--- src/rtl/quad_decoder.sv ---
// Quadrature rotary-encoder front end.
// Synchronises and debounces the A/B/push pins, decodes the A/B Gray sequence into
// direction-tagged step strobes and keeps a bounded position counter.
// Optional feature macro: QUAD_WRAP_EN. When defined, the position wraps at its bounds.
// When undefined (default), the position saturates.
// EDGES_PER_STEP must be 1, 2 or 4. The accumulator is 4 bits signed.

module quad_decoder #(
   parameter int unsigned DEBOUNCE_CYCLES = 50000,
   parameter int unsigned EDGES_PER_STEP  = 4,
   parameter int unsigned POS_WIDTH       = 8,
   parameter int unsigned POS_MIN         = 0,
   parameter int unsigned POS_MAX         = 255,
   parameter int unsigned POS_INIT        = 0
) (
   input  logic                 clk_i,
   input  logic                 rst_i,
   input  logic [2:0]           rot_i,
   output logic                 strobe_o,
   output logic                 dir_o,
   output logic [POS_WIDTH-1:0] pos_o,
   output logic                 err_o,
   output logic                 btn_o,
   output logic                 btn_press_o
);

   // The counter must hold DEBOUNCE_CYCLES+1, the last INIT count.
   localparam int unsigned CntW = $clog2(DEBOUNCE_CYCLES + 2);

   localparam logic [CntW-1:0] DebLast  = CntW'(DEBOUNCE_CYCLES - 1);
   localparam logic [CntW-1:0] InitLast = CntW'(DEBOUNCE_CYCLES + 1);

   localparam logic signed [3:0] AccUp = 4'(EDGES_PER_STEP);
   localparam logic signed [3:0] AccDn = -AccUp;

   localparam logic [POS_WIDTH-1:0] PosMin  = POS_WIDTH'(POS_MIN);
   localparam logic [POS_WIDTH-1:0] PosMax  = POS_WIDTH'(POS_MAX);
   localparam logic [POS_WIDTH-1:0] PosInit = POS_WIDTH'(POS_INIT);

   typedef enum logic [0:0] {
      StInit,
      StRun
   } state_e;

   state_e                     state_q, state_d;
   logic [CntW-1:0]            init_cnt_q, init_cnt_d;

   logic [2:0]                 sync1_q, sync2_q;
   logic [2:0]                 deb_q, deb_d;
   logic [2:0][CntW-1:0]       deb_cnt_q, deb_cnt_d;

   logic [1:0]                 prev_ab_q, prev_ab_d;
   logic signed [3:0]          acc_q, acc_d;
   logic                       strobe_q, strobe_d;
   logic                       dir_q, dir_d;
   logic                       err_q, err_d;
   logic [POS_WIDTH-1:0]       pos_q, pos_d;
   logic                       btn_prev_q, btn_prev_d;
   logic                       btn_press_q, btn_press_d;

   // Position along the CW sequence 00->01->11->10. The result is {B, A^B}.
   function automatic logic [1:0] gray_idx(input logic [1:0] ab);
      return {ab[1], ab[1] ^ ab[0]};
   endfunction

   // Debounce each pin. In INIT the synced value is taken directly.
   always_comb begin
      deb_d     = deb_q;
      deb_cnt_d = '0;
      for (int i = 0; i < 3; i++) begin
         if (state_q == StInit) begin
            deb_d[i] = sync2_q[i];
         end else if (sync2_q[i] != deb_q[i]) begin
            if (deb_cnt_q[i] == DebLast) begin
               deb_d[i] = sync2_q[i];
            end else begin
               deb_cnt_d[i] = deb_cnt_q[i] + CntW'(1);
            end
         end
      end
   end

   // Decoder FSM: INIT settles the debouncers, RUN decodes edges into steps.
   always_comb begin
      logic [1:0]        diff;
      logic signed [3:0] acc_next;

      state_d     = state_q;
      init_cnt_d  = init_cnt_q;
      prev_ab_d   = prev_ab_q;
      acc_d       = acc_q;
      strobe_d    = 1'b0;
      dir_d       = dir_q;
      err_d       = 1'b0;
      pos_d       = pos_q;
      btn_prev_d  = deb_q[2];
      btn_press_d = 1'b0;
      diff        = gray_idx(deb_q[1:0]) - gray_idx(prev_ab_q);
      acc_next    = acc_q;

      unique case (state_q)
         StInit: begin
            init_cnt_d = init_cnt_q + CntW'(1);
            // Track the next debounced value so the first RUN cycle sees no edge.
            prev_ab_d  = deb_d[1:0];
            btn_prev_d = deb_d[2];
            if (init_cnt_q == InitLast) begin
               init_cnt_d = '0;
               state_d    = StRun;
            end
         end

         StRun: begin
            prev_ab_d   = deb_q[1:0];
            btn_press_d = deb_q[2] & ~btn_prev_q;

            unique case (diff)
               2'd1:    acc_next = acc_q + 4'sd1;
               2'd3:    acc_next = acc_q - 4'sd1;
               2'd2:    err_d    = 1'b1;
               default: acc_next = acc_q;
            endcase
            acc_d = acc_next;

            if (acc_next == AccUp) begin
               acc_d    = '0;
               strobe_d = 1'b1;
               dir_d    = 1'b1;
               if (pos_q == PosMax) begin
`ifdef QUAD_WRAP_EN
                  pos_d = PosMin;
`else
                  pos_d = PosMax;
`endif
               end else begin
                  pos_d = pos_q + POS_WIDTH'(1);
               end
            end else if (acc_next == AccDn) begin
               acc_d    = '0;
               strobe_d = 1'b1;
               dir_d    = 1'b0;
               if (pos_q == PosMin) begin
`ifdef QUAD_WRAP_EN
                  pos_d = PosMax;
`else
                  pos_d = PosMin;
`endif
               end else begin
                  pos_d = pos_q - POS_WIDTH'(1);
               end
            end
         end

         default: state_d = StInit;
      endcase
   end

   // Synchroniser chain and all state, with a synchronous reset.
   always_ff @(posedge clk_i) begin
      if (rst_i) begin
         sync1_q     <= '0;
         sync2_q     <= '0;
         deb_q       <= '0;
         deb_cnt_q   <= '0;
         state_q     <= StInit;
         init_cnt_q  <= '0;
         prev_ab_q   <= '0;
         acc_q       <= '0;
         strobe_q    <= 1'b0;
         dir_q       <= 1'b0;
         err_q       <= 1'b0;
         pos_q       <= PosInit;
         btn_prev_q  <= 1'b0;
         btn_press_q <= 1'b0;
      end else begin
         sync1_q     <= rot_i;
         sync2_q     <= sync1_q;
         deb_q       <= deb_d;
         deb_cnt_q   <= deb_cnt_d;
         state_q     <= state_d;
         init_cnt_q  <= init_cnt_d;
         prev_ab_q   <= prev_ab_d;
         acc_q       <= acc_d;
         strobe_q    <= strobe_d;
         dir_q       <= dir_d;
         err_q       <= err_d;
         pos_q       <= pos_d;
         btn_prev_q  <= btn_prev_d;
         btn_press_q <= btn_press_d;
      end
   end

   assign strobe_o    = strobe_q;
   assign dir_o       = dir_q;
   assign pos_o       = pos_q;
   assign err_o       = err_q;
   assign btn_o       = deb_q[2];
   assign btn_press_o = btn_press_q;

endmodule

--- config.mk ---
export PLATFORM = sky130hd
export DESIGN_NAME = quad_decoder
export DESIGN_NICKNAME = d
export VERILOG_FILES = /design/src/rtl/quad_decoder.sv
export SDC_FILE = /design/constraint.sdc
export NUM_CORES = 1
export LEC_CHECK = 0
export CORE_MARGIN = 2
export CORE_UTILIZATION = 45
export DETAILED_ROUTE_END_ITERATION = 6
export GPL_TIMING_DRIVEN = 0
export PLACE_DENSITY = 0.74
export REMOVE_ABC_BUFFERS = 1
export SYNTH_ARGS = -nofsm -noshare
export SYNTH_HDL_FRONTEND = slang
export SYNTH_SLANG_ARGS = --single-unit
--- constraint.sdc ---
create_clock -name clk_i -period 3 [get_ports clk_i]
set_input_delay 0.9 -clock clk_i [delete_from_list [all_inputs] [get_ports clk_i]]
set_output_delay 0.9 -clock clk_i [all_outputs]
set_load 0.03 [all_outputs]
==> run_results.csv <==
group,metric,value,unit
power,power_density,416,nW/µm²
clock_tree,postCtsHoldBufs,0,
worst_setup_path,cp_slowest_cell,"nor4_4",
clock_tree,cts_root_buf,"clkbuf_8",
timing,rsz0062_at_grt,"true",
hold_path,hold_path_class,"flip-flop to flip-flop",
worst_setup_path,cp_num_buf_inv,1,
yosys,ys_seq_area_frac,0.432,
routing,drt_pass1_iterations,4,
routing,drc,0,
die,start_util,0.464,
placement,gp_congestion,0.809,
routing,dr.first_iter.drc_count,82,
global_route,antenna_found_initial,0,
timing,worst_pin_slew,1.29,ns
global_route,grt_util_all_layers,0.161,
worst_setup_path,slowest_delay,0.41,ns
timing,setup_ws,0.0415,ns
finish,fill_cells,857,
finish,layout-area-overhead-vs-synth,16.0,%
clock_tree,path_clk_slew,0.08,ns
yosys,synth_cells,502,
power,total_leakage_power,1.80,nW
yosys,synth_top_area_cell,"dfxtp_1",
timing,fmax,0.338,GHz
worst_setup_path,worstPathCellList,"xor2_2, ha_4, xnor3_2, nor2_2, xor2_1, ha_2, nor2_4, a22oi_2, nor4_4, o21a_4, buf_4, o311a_1, nor3_1",
yosys,ys_ff_latch,93,
global_route,grt_pass1_vias,3215,
timing,skew,0.00832,ns
timing,period_minus_slack,2.96,ns
worst_setup_path,crit_family,"simple AND/OR/NAND/NOR gates",
clock_tree,cts_made_buffers,9,
yosys,synth_edf_count,0,
yosys,ys_async_sr_fraction,0,
routing,viasPerCell,5.26,
worst_setup_path,reg2reg_slack,0.04,ns
job,cap_violations,0,
placement,port_buffers,17,
clock_tree,clockBufferDepth,2,
routing,wl,8170,µm
worst_setup_path,critPathKind,"flip-flop to flip-flop",
clock_tree,cts_num_sinks,93,
routing,post_drt_wl_per_cell,12.4,µm
die,die_x,102,µm
die,rows,35,
timing,holdWs,0.448,ns
yosys,synth.avg_cell_area,8.59,µm²
finish,nets,539,
global_route,grt_pass1_wl,13600,µm
finish,multi_input_area,2500,µm²
timing,finalSetupTns,0,ns
yosys,ys.flop_type,"dfxtp_1",
yosys,synth.area.top_cells,"dfxtp_1, nor2_1, xor2_1",
die,die_area,10400,µm²
placement,hpwl,5220,µm
yosys,yosys_warnings,0,
worst_setup_path,cp-end-kind,"flip-flop",
placement,dp_slack,-1.09,ns
timing,setup_violations,0,
run_status,status,"completed",
yosys,synth.top_cell.area_share,0.432,
die,ioPinCount,18,
worst_setup_path,cp-start-kind,"flip-flop",
global_route,grt_overflow_total,0,
yosys,synth_area,4310,µm²
timing,final_hold_viol_count,0,
routing,vias,3466,
finish,drive_gt1_frac,0.0962,
timing,slew_headroom,0.138,
routing,ant_nets,0,
die,die_height,102,µm
die,core-area,9280,µm²
finish,area.sequential,1870,µm²
power,peakVddDrop,0.246,mV
timing,finalMaxSlewViolations,0,
placement,dp_cells,631,
clock_tree,h-tree-depth,3,
clock_tree,cts_tree,"yes",
worst_setup_path,critPathMaxFanout,7,
worst_setup_path,critPathArrivalTime,3.15,ns
finish,diodes,0,
worst_setup_path,critPathRequiredTime,3.19,ns
finish,layout.cells.non_filler,659,
clock_tree,clock_latency,0.35,ns
global_route,grt_max_degree,32,
timing,min_period_over_period,0.986,
yosys,synth.distinct_cells,46,
-- synthesized netlist by cell type (2+ instances only) --
cell type and number:
a21o_1 2, a21oi_1 8, a221oi_1 2, a311oi_1 2
a41oi_1 2, and3_1 21, and3b_1 3, clkbuf_1 15
dfxtp_1 93, ha_1 9, inv_1 9, mux2i_1 13
nand2_1 37, nand2b_1 7, nand3_1 28, nand3b_1 2
nand4_1 12, nand4b_1 2, nor2_1 98, nor2b_1 12
nor3_1 7, nor3b_1 4, nor4_1 5, nor4b_1 3
nor4bb_1 2, o211a_1 2, o211ai_1 2, o21ai_0 21
o41ai_1 2, or3_1 2, xnor2_1 22, xor2_1 39
-- cells in the final DEF (no fill, tap or decap), types with 3 or more instances in the layout --
cell type and instances:
nor2_1 94, dfxtp_1 89, xor2_1 38, nand2_1 37, nand3_1 28, and3_1 21
xnor2_1 20, o21ai_0 16, clkdlybuf4s50_1 16, nand4_1 12, mux2i_1 12, nor2b_1 11
clkbuf_8 10, buf_4 10, inv_1 9, a21oi_1 8, nor3_1 7, nand2b_1 7
ha_1 7, nor4_1 4, nor3b_1 4, nor2_2 3, and3b_1 3, nor4b_1 3
clkinv_2 3
-- power breakdown --
group / total, mW / switching [mW] / leakage [nW] / internal (mW)
registers: 1.25 / 0.00900 / 0.754 / 1.24
logic: 0.0937 / 0.0491 / 0.954 / 0.0446
clock network: 0.740 / 0.417 / 0.0901 / 0.322
total: 2.08 / 0.475 / 1.80 / 1.61
-- kinds of logic (layout without fill, tap and decap cells) --
logic type	after synthesis	in the layout	share of synthesized area
buffers and inverters	26	54	0.0238
multiplexers	13	13	0.0302
flip-flops	93	93	0.432
AO/OA/AOI/OAI	51	51	0.0781
XOR/XNOR	62	62	0.129
AND/OR/NAND/NOR	248	248	0.281
adder cells (fa/ha/maj)	9	9	0.0261
-- per-layer routing --
layer,vias up,global-route usage,wire (µm)
li1,1761,-,-
met1,1643,0.205,3850
met2,49,0.265,3920
met3,13,0.0287,246
met4,0,0.0769,153
met5,-,0,0
-- cell type report --
| cell class | instances | area share |
|---|---|---|
| clock inverter | 4 | 0.00475 |
| clock buffer | 12 | 0.0290 |
| inverter | 9 | 0.00675 |
| multi-input combinational | 383 | 0.500 |
| timing repair buffer | 29 | 0.0533 |
| sequential | 93 | 0.374 |
| tap | 129 | 0.0323 |
-- state kept, by name, indices dropped and copies added (netlist names), named ones only --
register,flops
err_o,1
dir_o,1
sync2_q,3
sync1_q,3
state_q,1
strobe_o,1
init_cnt_q,16
prev_ab_q,2
pos_o,8
acc_q,4
btn_prev_q,1
deb_cnt_q,48
btn_press_o,1
-- repair_timing --
item / 4_1_cts / 5_1_grt
pin swaps: 2 / 16
gates resized for setup: 6 / 35
setup buffers: 5 / 7
setup endpoints to repair: 62 / 10
hold endpoints to repair: 0 / 0
-- stage by stage --
| step | utilization | power [mW] | area, µm² |
|---|---|---|---|
| after CTS | 0.517 | 2.08 | 4800 |
| after global placement | 0.493 | 1.34 | 4570 |
| final | 0.539 | 2.08 | 5000 |
| after detailed placement | 0.493 | 1.35 | 4570 |
| after floorplan | - | 1.32 | 4240 |
| after global routing | 0.539 | 2.17 | 5000 |
-- worst paths after layout --
path / cells after the start / end / from
hold reg to reg: 1 / deb_cnt_q[32]$_SDFF_PP0_ / deb_cnt_q[32]$_SDFF_PP0_
hold / removal: 1 / deb_cnt_q[32]$_SDFF_PP0_ / deb_cnt_q[32]$_SDFF_PP0_
setup / recovery: 13 / pos_o[4]$_SDFFE_PP0P_ / prev_ab_q[1]$_SDFF_PP0_
setup reg to reg: 13 / pos_o[4]$_SDFFE_PP0P_ / prev_ab_q[1]$_SDFF_PP0_
(Power assumes the default switching activity.)
